**config.mk**
```make
export PLATFORM = sky130hd
export DESIGN_NAME = bitcol_sched
export DESIGN_NICKNAME = d
export VERILOG_FILES = /design/src/rtl/bitcol_pkg.sv /design/src/rtl/bitcol_lane_pick.sv /design/src/rtl/bitcol_sched.sv
export SDC_FILE = /design/constraint.sdc
export NUM_CORES = 1
export LEC_CHECK = 0
export CAP_MARGIN = 20
export CORE_UTILIZATION = 57
export CTS_CLUSTER_DIAMETER = 120
export CTS_CLUSTER_SIZE = 24
export DETAILED_ROUTE_END_ITERATION = 16
export GPL_TIMING_DRIVEN = 0
export HOLD_SLACK_MARGIN = 0.02
export PLACE_DENSITY_LB_ADDON = 0.15
export SLEW_MARGIN = 20
export SYNTH_ARGS = -nofsm -noshare
export SYNTH_HDL_FRONTEND = slang
export SYNTH_SLANG_ARGS = --single-unit
```
**constraint.sdc**
```tcl
create_clock -name clk -period 19.8 [get_ports clk]
set_clock_uncertainty 0.15 [all_clocks]
set_input_delay 4.95 -clock clk [delete_from_list [all_inputs] [get_ports clk]]
set_output_delay 4.95 -clock clk [all_outputs]
set_load 0.01 [all_outputs]
```
**src/rtl/bitcol_pkg.sv**
```systemverilog
// bitcol_pkg: shared constants, column-control struct and column-walk helper
// for the bit-column weight issuer (bitcol_sched) and its lane picker.
package bitcol_pkg;

    localparam int BC_DATA_WIDTH    = 8;
    localparam int BC_VEC_LENGTH    = 16;
    localparam int BC_NUM_SLOTS     = BC_VEC_LENGTH / 2;
    localparam int BC_MUX_SEL_WIDTH = $clog2(BC_VEC_LENGTH) + 1;
    localparam int BC_COL_W         = $clog2(BC_DATA_WIDTH);
    localparam int BC_POP_W         = $clog2(BC_VEC_LENGTH + 1);

    // All-ones select: the MAC mux yields 0 for this index.
    localparam logic [BC_MUX_SEL_WIDTH-1:0] SEL_NONE = '1;

    typedef struct packed {
        logic [BC_COL_W-1:0] col_idx;
        logic                is_msb;
        logic                is_skip_zero;
        logic                last;
    } col_ctrl_t;

    // Lowest set bit of nz at or above 'from'. The MSB of nz is always set,
    // so the search cannot fall off the top.
    function automatic logic [BC_COL_W-1:0] next_set(input logic [BC_DATA_WIDTH-1:0] nz,
                                                     input logic [BC_COL_W-1:0]      from);
        next_set = BC_COL_W'(BC_DATA_WIDTH - 1);
        for (int i = BC_DATA_WIDTH - 1; i >= 0; i--)
            if (nz[i] && i >= int'(from)) next_set = BC_COL_W'(i);
    endfunction

endpackage

```
**src/rtl/bitcol_lane_pick.sv**
```systemverilog
// bitcol_lane_pick: combinational lane compactor for one bit column.
//   mask   : VEC_LENGTH-bit column (bit i = lane i)
//   invert : select the 0-bit lanes instead of the 1-bit lanes
//   pop    : popcount of the raw (uninverted) mask
//   sel    : NUM_SLOTS lane indices, ascending lane order, padded with SEL_NONE
module bitcol_lane_pick
    import bitcol_pkg::*;
#(
    parameter int VEC_LENGTH    = BC_VEC_LENGTH,
    parameter int NUM_SLOTS     = VEC_LENGTH / 2,
    parameter int MUX_SEL_WIDTH = $clog2(VEC_LENGTH) + 1,
    parameter int POP_W         = $clog2(VEC_LENGTH + 1)
) (
    input  logic [VEC_LENGTH-1:0]                    mask,
    input  logic                                     invert,
    output logic [POP_W-1:0]                         pop,
    output logic [NUM_SLOTS-1:0][MUX_SEL_WIDTH-1:0]  sel
);

    logic [VEC_LENGTH-1:0] pick;
    logic [POP_W-1:0]      rank;

    // Popcount is of the raw mask so the caller can derive invert from it
    // without a combinational loop.
    always_comb begin
        pop = '0;
        for (int i = 0; i < VEC_LENGTH; i++) pop = pop + POP_W'(mask[i]);
    end

    assign pick = invert ? ~mask : mask;

    // Each picked lane lands in the slot equal to the number of picked lanes
    // below it; lanes ranked past the last slot are dropped (the caller
    // guarantees at most NUM_SLOTS picks).
    always_comb begin
        rank = '0;
        sel  = {NUM_SLOTS{SEL_NONE}};
        for (int i = 0; i < VEC_LENGTH; i++) begin
            if (pick[i]) begin
                for (int s = 0; s < NUM_SLOTS; s++)
                    if (rank == POP_W'(s)) sel[s] = MUX_SEL_WIDTH'(i);
                rank = rank + 1'b1;
            end
        end
    end

endmodule

```
**src/rtl/bitcol_sched.sv**
```systemverilog
// bitcol_sched: weight-side issuer for the bit-column MAC datapath.
// Latches one vector of signed weights and walks its bit columns LSB->MSB,
// one column per cycle, skipping all-zero columns below the MSB. For each
// column the smaller lane group (1-bits or 0-bits) is driven on act_sel;
// the column controls follow one cycle later, aligned with mac_en.
//   clk, reset     : clock, synchronous active-high reset
//   w_valid/w_ready/w_data : weight vector handshake
//   hold           : freeze issue (stage 1 and act_sel)
//   act_sel        : MAC activation-select slots (SEL_NONE = unused)
//   column_idx, is_msb, is_skip_zero, mac_en, vec_done : stage-2 controls
//   busy           : a vector is in flight
module bitcol_sched
    import bitcol_pkg::*;
#(
    parameter int DATA_WIDTH    = BC_DATA_WIDTH,
    parameter int VEC_LENGTH    = BC_VEC_LENGTH,
    parameter int NUM_SLOTS     = VEC_LENGTH / 2,
    parameter int MUX_SEL_WIDTH = $clog2(VEC_LENGTH) + 1
) (
    input  logic                                    clk,
    input  logic                                    reset,
    input  logic                                    w_valid,
    output logic                                    w_ready,
    input  logic [VEC_LENGTH-1:0][DATA_WIDTH-1:0]   w_data,
    input  logic                                    hold,
    output logic [NUM_SLOTS-1:0][MUX_SEL_WIDTH-1:0] act_sel,
    output logic [2:0]                              column_idx,
    output logic                                    is_msb,
    output logic                                    is_skip_zero,
    output logic                                    mac_en,
    output logic                                    vec_done,
    output logic                                    busy
);

    localparam int STAGES = 2;
    localparam int POP_W  = $clog2(VEC_LENGTH + 1);

    typedef enum logic {IDLE, ISSUE} state_t;

    state_t                                  state, state_nxt;
    logic [BC_COL_W-1:0]                     c_q, c_nxt;
    logic                                    load_w;
    logic [VEC_LENGTH-1:0][DATA_WIDTH-1:0]   w_q;
    logic [DATA_WIDTH-1:0][VEC_LENGTH-1:0]   col_ones, col_in;
    logic [DATA_WIDTH-1:0]                   nz, nz_in;
    logic [POP_W-1:0]                        pop;
    logic                                    invert, last, accept;
    logic [NUM_SLOTS-1:0][MUX_SEL_WIDTH-1:0] pick_sel;
    col_ctrl_t                               s1_ctrl, s2_ctrl;
    logic [STAGES:1]                         vld_pipe;

    // Transpose lanes into bit columns, for both the latched vector and the
    // incoming one (the latter picks the first column at accept time).
    for (genvar c = 0; c < DATA_WIDTH; c++) begin : g_col
        for (genvar i = 0; i < VEC_LENGTH; i++) begin : g_lane
            assign col_ones[c][i] = w_q[i][c];
            assign col_in[c][i]   = w_data[i][c];
        end
        if (c == DATA_WIDTH - 1) begin : g_msb
            assign nz[c]    = 1'b1;
            assign nz_in[c] = 1'b1;
        end else begin : g_low
            assign nz[c]    = |col_ones[c];
            assign nz_in[c] = |col_in[c];
        end
    end

    bitcol_lane_pick #(
        .VEC_LENGTH    (VEC_LENGTH),
        .NUM_SLOTS     (NUM_SLOTS),
        .MUX_SEL_WIDTH (MUX_SEL_WIDTH),
        .POP_W         (POP_W)
    ) u_pick (
        .mask   (col_ones[c_q]),
        .invert (invert),
        .pop    (pop),
        .sel    (pick_sel)
    );

    // Exactly NUM_SLOTS ones still fits, so that case keeps the 1-bit lanes.
    assign invert  = pop > POP_W'(NUM_SLOTS);
    assign last    = (c_q == BC_COL_W'(DATA_WIDTH - 1));
    assign w_ready = !hold && (state == IDLE || (state == ISSUE && last));
    assign accept  = w_valid && w_ready;

    always_comb begin
        state_nxt = state;
        c_nxt     = c_q;
        load_w    = 1'b0;
        case (state)
            IDLE: begin
                if (accept) begin
                    load_w    = 1'b1;
                    c_nxt     = next_set(nz_in, '0);
                    state_nxt = ISSUE;
                end
            end
            ISSUE: begin
                if (!hold) begin
                    if (last) begin
                        // Back-to-back vectors: the next one starts issuing
                        // on the following cycle with no bubble.
                        if (accept) begin
                            load_w = 1'b1;
                            c_nxt  = next_set(nz_in, '0);
                        end else begin
                            state_nxt = IDLE;
                        end
                    end else begin
                        c_nxt = next_set(nz, c_q + 1'b1);
                    end
                end
            end
            default: state_nxt = IDLE;
        endcase
    end

    always_ff @(posedge clk) begin
        if (reset) begin
            state    <= IDLE;
            c_q      <= '0;
            w_q      <= '0;
            act_sel  <= {NUM_SLOTS{SEL_NONE}};
            s1_ctrl  <= '0;
            s2_ctrl  <= '0;
            vld_pipe <= '0;
        end else begin
            state <= state_nxt;
            c_q   <= c_nxt;
            if (load_w) w_q <= w_data;
            // Stage 1: frozen under hold so the MAC re-latches the same selects.
            if (!hold) begin
                vld_pipe[1] <= (state == ISSUE);
                if (state == ISSUE) begin
                    act_sel <= pick_sel;
                    s1_ctrl <= '{col_idx: c_q, is_msb: last, is_skip_zero: !invert, last: last};
                end
            end
            // Stage 2: a held column is not accumulated; it is retried when
            // hold drops, matching the MAC's re-latched selects.
            vld_pipe[2] <= vld_pipe[1] && !hold;
            if (vld_pipe[1] && !hold) s2_ctrl <= s1_ctrl;
        end
    end

    assign mac_en       = vld_pipe[2];
    assign vec_done     = vld_pipe[2] && s2_ctrl.last;
    assign column_idx   = s2_ctrl.col_idx;
    assign is_msb       = s2_ctrl.is_msb;
    assign is_skip_zero = s2_ctrl.is_skip_zero;
    assign busy         = (state == ISSUE) || (|vld_pipe);

endmodule

```
==> results.cfg <==
[global_route]
grt_max_degree = 22
grt_antenna_before_repair = 0
overflow = 0
grt_pass1_wl_um = 75500
grtUsageTotal = 0.4078
grt_pass1_vias = 13850

[pwr]
swShare = 0.4299
p_leak_uw = 0.006016
irDropWorstVdd_mv = 0.06534
comb_power_share = 0.455
intPower_uw = 797.6
seqPwrFrac = 0.288
power_frac_clock = 0.258
power_density_nw_per_um2 = 86.26
switchingPower_uw = 601.4

[synthesis]
syn-mean-instance-area_um2 = 7.762
synth_cell_types = 98
syn_inst = 1730
yosysWarnings = 0
netlist_area_um2 = 13430
ys_seq_area_frac = 0.2743
synth_edf_count = 0
async_flop_share = 0
synth-seq-cells = 184
syn_nets = 1933
synth_flop_cell = dfxtp_1

[worst_hold_path]
min_from = col_ones[121]
min_to = col_ones[121]
holdPathStages = 2
worstHoldPathType = flip-flop to flip-flop

[timing]
period_share = 0.9483
final_max_slew_viol_count = 0
setup_violations = 0
tns_ns = 0
hold_violations = 0
setup_ws_ns = 1.023
grt_setup_unrepaired = false
slew_headroom = 0.3317
min_period_ns = 18.78
fmax_mhz = 53.26
tightest_slew_ns = 0.9953

[worst_setup_path]
r2r_end = act_sel[23]
worstPathRequired_ns = 19.99
worstRegToRegCells = 62
cp.arrival_ns = 18.97
criticalPathCategory = flip-flop to flip-flop
max_stage_delay_ns = 0.62
path_buf_inv = 10
cp_top_family = adder cells
crit_path_end_kind = flip-flop
r2r_slack_ns = 1.02
start_kind = flip-flop
slowest_stage = buf_1
cp_common_cell = ha_1
crit_fanout = 10
timing.rr.start = c_q[0]

[run]
maxCapViolCount = 0

[finish]
fill_cells = 1940
seqCellArea_um2 = 3684
layout.cells.non_filler = 2253
antenna_cells = 0
final_cell_mix = nand2_1, dfxtp_1, a21oi_1
multi_input_area_um2 = 9141
syn_to_final_growth_pct = 20.78
final_common_cell = nand2_1
fin_area_um2 = 16220
final_nets = 2130
fin_util = 0.7099
drive_gt1_frac = 0.06804

[die]
ios = 181
initial_core_util = 0.5877
die_x_um = 155.5
die_y_um = 155.5
rows = 55
core_area_um2 = 22850
die_area_um2 = 24180

[routing]
wirelength_um = 48970
avgViaCountPerCell = 6.338
drcViolationCount = 0
vias = 14280
final_antenna_net_count = 0
dr.pass1.iters = 6
drtIter0Drc = 1533
route.detailed.wl_per_inst_um = 21.74

[placement]
dp_hpwl_um = 39440
dp_slack_ns = 1.535
place_inst = 2221
gp_congestion = 1.014
io_buffers = 178
dpl_cell_area_um2 = 15600

[clock_network]
cts_resized = 0
cts_tree = yes
ctsHoldBuffers = 0
cts.sinks = 184
path_clk_slew_ns = 0.08
cts_made_buffers = 17
cts_max_path_buffers = 2
htree_levels = 4
post-cts-setup-buffers = 0
cts_root_buf = clkbuf_16
clk_latency_ns = 0.45

[run_status]
status = completed
worst max path at each step:
stage,start,end,slack (ns),cells after the start
floorplan,c_q[0],act_sel[4],4.75,61
global placement,c_q[0],act_sel[23],1.91,62
detailed placement,c_q[0],act_sel[23],1.53,62
CTS,c_q[0],act_sel[23],1.39,62
global route,c_q[0],act_sel[23],0.02,62
finish,c_q[0],act_sel[23],1.02,62
per-stage QoR:
stage / hold slack [ns] / total power (µW)
floorplan: 0.2829 / 835.1
global placement: 0.2908 / 1007
detailed placement: 0.2995 / 1027
CTS: 0.3098 / 1382
global route: 0.3309 / 1467
finish: 0.3108 / 1399
cells in the mapped netlist, drive strengths merged (5+ instances only):
library cell  instances  area [µm²]
nor2b                25       156.4
clkbuf               67       251.5
xnor2                56       531.8
a31oi                23       143.9
o32a                 12       120.1
and3                 18       113.9
mux2i                37       377.9
nor2                 93       361.6
mux2                 12       142.6
dfxtp               184        3684
nor4                 67       425.4
a21boi                6       45.04
a22oi                 5       37.54
o21a                  7       52.55
buf                  23       142.6
a21o                  9       67.56
o32ai                 7       61.31
mux4                 29       653.1
a2bb2oi               6       52.55
or3                   6       42.54
a211oi                6       45.04
nand2               382        1434
fa                   10       200.2
nor3                 26       140.1
or2                   7       43.80
o31a                  5       43.79
o22ai                 8       50.05
inv                  56       210.2
nor3b                 5       42.54
o31ai                 7       52.55
and2                 26       162.7
o22a                 11       96.34
a32oi                 5       43.79
a21oi               183       927.1
xor2                 14       141.4
o21ai                62       317.8
nand4                17       112.6
nand3                58       290.3
ha                   61       763.2
o211ai                9       72.57
nand2b               15       93.84
per-layer routing:
layer  GRT usage  wire length (µm)  vias up  part of all wire
met2      0.6837             22830      811              0.47
met1      0.4819             18520     6664              0.38
met5           0                 0        -                 0
met4      0.2624              3411        0             0.070
met3     0.07214              4215      204             0.086
li1            -                 -     6601                 -
state kept, by name (all words and copies together) (netlist names):
name	cells
act_sel	40
c_q	3
col_ones	128
column_idx	3
is_skip_zero	1
s1_ctrl	5
s2_ctrl	1
state	1
vld_pipe	2
power by group through the flow:
stage / sequential, µW / clock (µW) / combinational [µW]
finish: 402 / 361 / 636
global route: 404 / 374 / 689
CTS: 401 / 359 / 622
detailed placement: 410 / 0 / 617
global placement: 409 / 0 / 597
floorplan: 405 / 0 / 430
cell type report:
class | instances | share of cell area
well taps | 313 | 0.02415
repair buffers | 178 | 0.1099
clock buffers | 17 | 0.02623
plain buffers | 90 | 0.02430
multi-input cells | 1400 | 0.5636
inverters | 56 | 0.01296
flip-flops and latches | 184 | 0.2271
clock inverters | 15 | 0.01173
kinds of logic (layout without fill, tap and decap cells):
logic type,count (synthesis),after routing,share of synthesized area
AND/OR/NAND/NOR,760,760,0.2654
AO/OA/AOI/OAI,416,416,0.1983
flip-flops,184,184,0.2743
buffers and inverters,146,356,0.04500
multiplexers,78,78,0.08740
XOR/XNOR,74,74,0.05703
adder cells (fa/ha/maj),72,72,0.07259
worst reg2reg max path, delay by kind of cell (launching register included):
kind,cells,cell delay [ns]
AO/OA/AOI/OAI,12,4.11
XOR/XNOR,5,1.56
adder cells (fa/ha/maj),15,5.58
buffers and inverters,10,2.27
flip-flops,1,0.57
multiplexers,4,1.46
AND/OR/NAND/NOR,16,2.98
Note: power is estimated with default switching activity, not from simulation.
==> RTL edit 1: new RTL, same settings <==
Set the package constant `BC_VEC_LENGTH` to 8 (it was 16).
--- a/src/rtl/bitcol_pkg.sv
+++ b/src/rtl/bitcol_pkg.sv
@@ -4,5 +4,5 @@
 
     localparam int BC_DATA_WIDTH    = 8;
-    localparam int BC_VEC_LENGTH    = 16;
+    localparam int BC_VEC_LENGTH    = 8;
     localparam int BC_NUM_SLOTS     = BC_VEC_LENGTH / 2;
     localparam int BC_MUX_SEL_WIDTH = $clog2(BC_VEC_LENGTH) + 1;
Ports: changed (resized act_sel and w_data); port bits go from 181 to 93. No check against the original RTL was run, so the function may have changed too.
==> RTL edit 1 against the unedited design <==
Worst setup slack improved by 7.2 ns. Critical endpoint is now w_ready. Register-to-register slack gained 8.7 ns. Power fell by 58%. Highest routed layer unchanged. Fmax is 63% higher. Die area is 55% lower. Largest power group unchanged. Wire length shrank 64%. Final area is 55% lower. Synthesized area decreased by 55%. Count of clock-buffer cells in the layout is 8 lower. Critical path type is now input port to primary output. Non-clock buffer count down 135. Sequential cell count down 88. Cell count fell by 56%.
==> RTL edit 1: results (changes against the unedited design) <==
| Metric | Value |
|---|---|
| Multiplexer area fraction after synthesis | 0.0888 (+0.00138) |
| DP Cell Count | 970 (-56%) |
| P_leak | 2.62 nW (-56%) |
| FILL cells | 887 (-54%) |
| Status | complete, no violations |
| TritonCTS Buffers | 9 (-8) |
| Commonest cells post-synth | nand2_1 (171), dfxtp_1 (96), a21oi_1 (95) |
| FF-to-FF setup slack | 9.68 ns (+8.66 ns) |
| Sinks on Clock Net | 96 (-48%) |
| GR Util met1 | 0.408 (-0.0738) |
| RR Endpoint | act_sel[9] |
| Int Pwr | 0.352 mW (-56%) |
| Root Driver | clkbuf_8 |
| Fraction of layout cells with a size suffix above 1 | 0.0788 (+0.0108) |
| Area fraction in compound gates after synthesis | 0.223 (+0.0248) |
| Fraction of area in registers | 0.264 (+0.0373) |
| Crit path arrival time | 6.45 ns (-12.52 ns) |
| Non-clk invs | 19 (-66%) |
| Clock tree cell share of total cell area | 0.0258 (-0.0121) |
| Worst Hold Path EP | col_ones[57] |
| Vias in the first global route | 5801 (-58%) |
| Area Overhead vs Synth | 21.3% |
| Met3 wire len | 1020 um (-76%) |
| DP HPWL | 14300 um (-64%) |
| Post-synthesis adder-cell area fraction | 0.0635 (-0.00908) |
| DR vias/cell | 6.08 (-4.1%) |
| GR Util met2 | 0.557 (-0.127) |
| DRT Wirelength | 17700 um (-64%) |
| R2R depth | 35 (-44%) |
| Post-Synth XOR/XNOR Area | 0.0226 (-0.0345) |
| Initial DRC count | 372 (-76%) |
| Synth area leaders | dfxtp_1 (32%), nand2_1 (11%), a21oi_1 (7.9%) |
| Synth Net Count | 838 (-57%) |
## RTL edit 1: cell count changes after synthesis, sizes merged, moves of 38 or more
cell	unedited run	this run
nand3	58	14
clkbuf	67	29
nor2	93	25
nand2	382	171
a21oi	183	95
o21ai	62	15
dfxtp	184	96
nor4	67	29
xnor2	56	10
## RTL edit 1: how the worst max path moves through the flow
stage / startpoint / endpoint / slack, ns / cells past startpoint
after CTS: hold / w_ready / 8.28 / 4
after floorplan: hold / w_ready / 9.38 / 2
after detailed placement: hold / w_ready / 8.29 / 4
after global placement: hold / w_ready / 8.29 / 4
final: hold / w_ready / 8.25 / 4
after global routing: hold / w_ready / 8.20 / 4
## RTL edit 1: metrics by stage
step           setup WS [ns]  utilization
3_3_place_gp            8.29        0.689
2_1_floorplan           9.38            -
6_report                8.25        0.707
3_5_place_dp            8.29        0.689
4_1_cts                 8.28        0.707
5_1_grt                 8.20        0.707
==> RTL edit 2: new RTL, same settings <==
Made on the original files. Reset style: asynchronous (`reset`), changed in one clocked block. Comments in the files are not updated.
--- a/src/rtl/bitcol_sched.sv
+++ b/src/rtl/bitcol_sched.sv
@@ -116,5 +116,5 @@
     end
 
-    always_ff @(posedge clk) begin
+    always_ff @(posedge clk or posedge reset) begin
         if (reset) begin
             state    <= IDLE;
Check against the original RTL: not equivalent (a bounded check fails within 4 cycles, from zero or initial values and one cycle with reset high; the reset may be asserted at any time).
==> RTL edit 2 against the unedited design <==
Worst setup slack better by 0.92 ns. Final area grew 4.7%. Highest routed layer unchanged. Synthesized cell count is 2.8% lower. Wire length is 4.6% lower. Critical path type unchanged. Synthesized area rose by 5.3%. Count of clock-buffer cells in the layout up 2. Sequential cell count is the same.
Power is not shown: default switching activity piles up to over one toggle a cycle in this logic, so the estimate is an artifact.
==> RTL edit 2: results (changes against the unedited design) <==
| Metric | Value |
|---|---|
| Fraction of layout cells with a size suffix above 1 | 0.109 (+0.0407) |
| Multiplexer area fraction after synthesis | 0.0840 (-0.00339) |
| Clock slew at reported path FFs | 0.08 ns (about the same) |
| H-tree depth | 4 (unchanged) |
| Unique masters post-synth | 111 (+13%) |
| Clk Latency, worst-skew pair | 0.45 ns (about the same) |
| Area fraction in compound gates after synthesis | 0.121 (-0.0770) |
| Vias | 13590 (-4.8%) |
| Async SR Flop Fraction | 1.00 (+1.00) |
| Uppermost layer routed | met4 |
| Slowest-stage cell, CP | clkbuf_1 |
| M1 WL | 18300 um (-1.0%) |
| Root Driver | clkbuf_16 |
| DP HPWL | 37300 um (-5.5%) |
| Commonest cells post-synth | nand2_1 (503), dfrtp_1 (144), nor2_1 (115) |
| FILL cells | 1956 (+0.82%) |
| Seq/Total Area, Yosys | 0.329 (+0.0550) |
| Placed inst area | 16400 um2 (+5.1%) |
| Relative slew slack | 0.388 (+0.0561) |
| Sequential cell area | 4650 um2 (+26%) |
| Met3 wire len | 2730 um (-35%) |
| Final Wtd Congestion | 0.980 (-3.4%) |
| Post-synthesis adder-cell area fraction | 0.0689 (-0.00371) |
| Routed wl met2 | 23000 um (+0.88%) |
| Pre-CTS WS | 2.15 ns (+0.619 ns) |
| Mapped Cells | 1681 (-2.8%) |
| Max reg flops | 128 (unchanged) |
| Ant. Diodes | 0 (unchanged) |
| First-pass GRT wire length | 73700 um (-2.4%) |
| Setup bufs post-CTS | 0 (unchanged) |
| Vias in the first global route | 13488 (-2.6%) |
| Post-Synth XOR/XNOR Area | 0.0619 (+0.00485) |
| TritonRoute pass-1 iters | 5 (-1) |
| Initial antenna violation count | 0 (unchanged) |
| Clock Tree Buf Depth | 2 (unchanged) |
| DRT Wirelength | 46700 um (-4.6%) |
| WL per Instance | 21.1 um (-3.1%) |
| Pin count of the biggest net entering global routing | 82 (+270%) |
| GRT Total Usage | 0.375 (-0.0326) |
| Synth warn | 0 (unchanged) |
| Synth area leaders | dfrtp_1 (25%), nand2_1 (13%), dfstp_2 (7.4%) |
| PortBufs | 180 (+1.1%) |
| Status | complete, no violations |
| Final nets | 2085 (-2.1%) |
| CTS resizes | 0 (unchanged) |
| TritonCTS Buffers | 17 (unchanged) |
| CP Max Fanout | 10 (unchanged) |
| Type of the tightest min-delay check | flip-flop to flip-flop |
| DP Cell Count | 2187 (-1.5%) |
| Final Max Slew Viols | 0 (unchanged) |
| Synth Net Count | 1884 (-2.5%) |
| Initial DRC count | 1481 (-3.4%) |
| Max incr delay on CP | 0.71 ns (+0.09 ns) |
[RTL edit 2: kinds of logic after synthesis]
| family | after synthesis |
|---|---|
| compound gates | 241 |
| xor+xnor | 73 |
| fa+ha+maj | 72 |
| buf+inv | 128 |
| flops | 184 |
| mux | 73 |
| simple gates | 910 |
[RTL edit 2: worst paths after layout]
kind / from / endpoint / cells after the start / slack, ns
setup / recovery: c_q[0] / act_sel[39] / 62 / 1.95
min in group asynchronous: reset / col_ones[52] / 2 / 4.72
max in group asynchronous: reset / col_ones[28] / 4 / 13.74
hold reg to reg: act_sel[24] / act_sel[24] / 2 / 0.34
setup reg to reg: c_q[0] / act_sel[39] / 62 / 1.95
hold / removal: act_sel[24] / act_sel[24] / 2 / 0.34
[RTL edit 2: worst max-delay path, delay by kind of cell (launching register included)]
family	cells	cell delay [ns]
flops	1	0.58
xor+xnor	1	0.31
mux	4	1.49
buf+inv	10	2.38
fa+ha+maj	18	6.75
simple gates	17	3.34
compound gates	12	2.68
[RTL edit 2: layer usage]
metal,track usage,vias to the layer above
met3,0.0495,151
met5,0,-
li1,-,6298
met2,0.645,613
met1,0.459,6528
met4,0.203,0
[RTL edit 2: cell type report]
| type | count | area share |
|---|---|---|
| Buffer | 72 | 0.0197 |
| Clock inverter | 13 | 0.00891 |
| Inverter | 56 | 0.0131 |
| Clock buffer | 19 | 0.0255 |
| Sequential cell | 184 | 0.274 |
| Tap cell | 324 | 0.0239 |
| Multi-Input combinational cell | 1369 | 0.526 |
| Timing Repair Buffer | 182 | 0.109 |
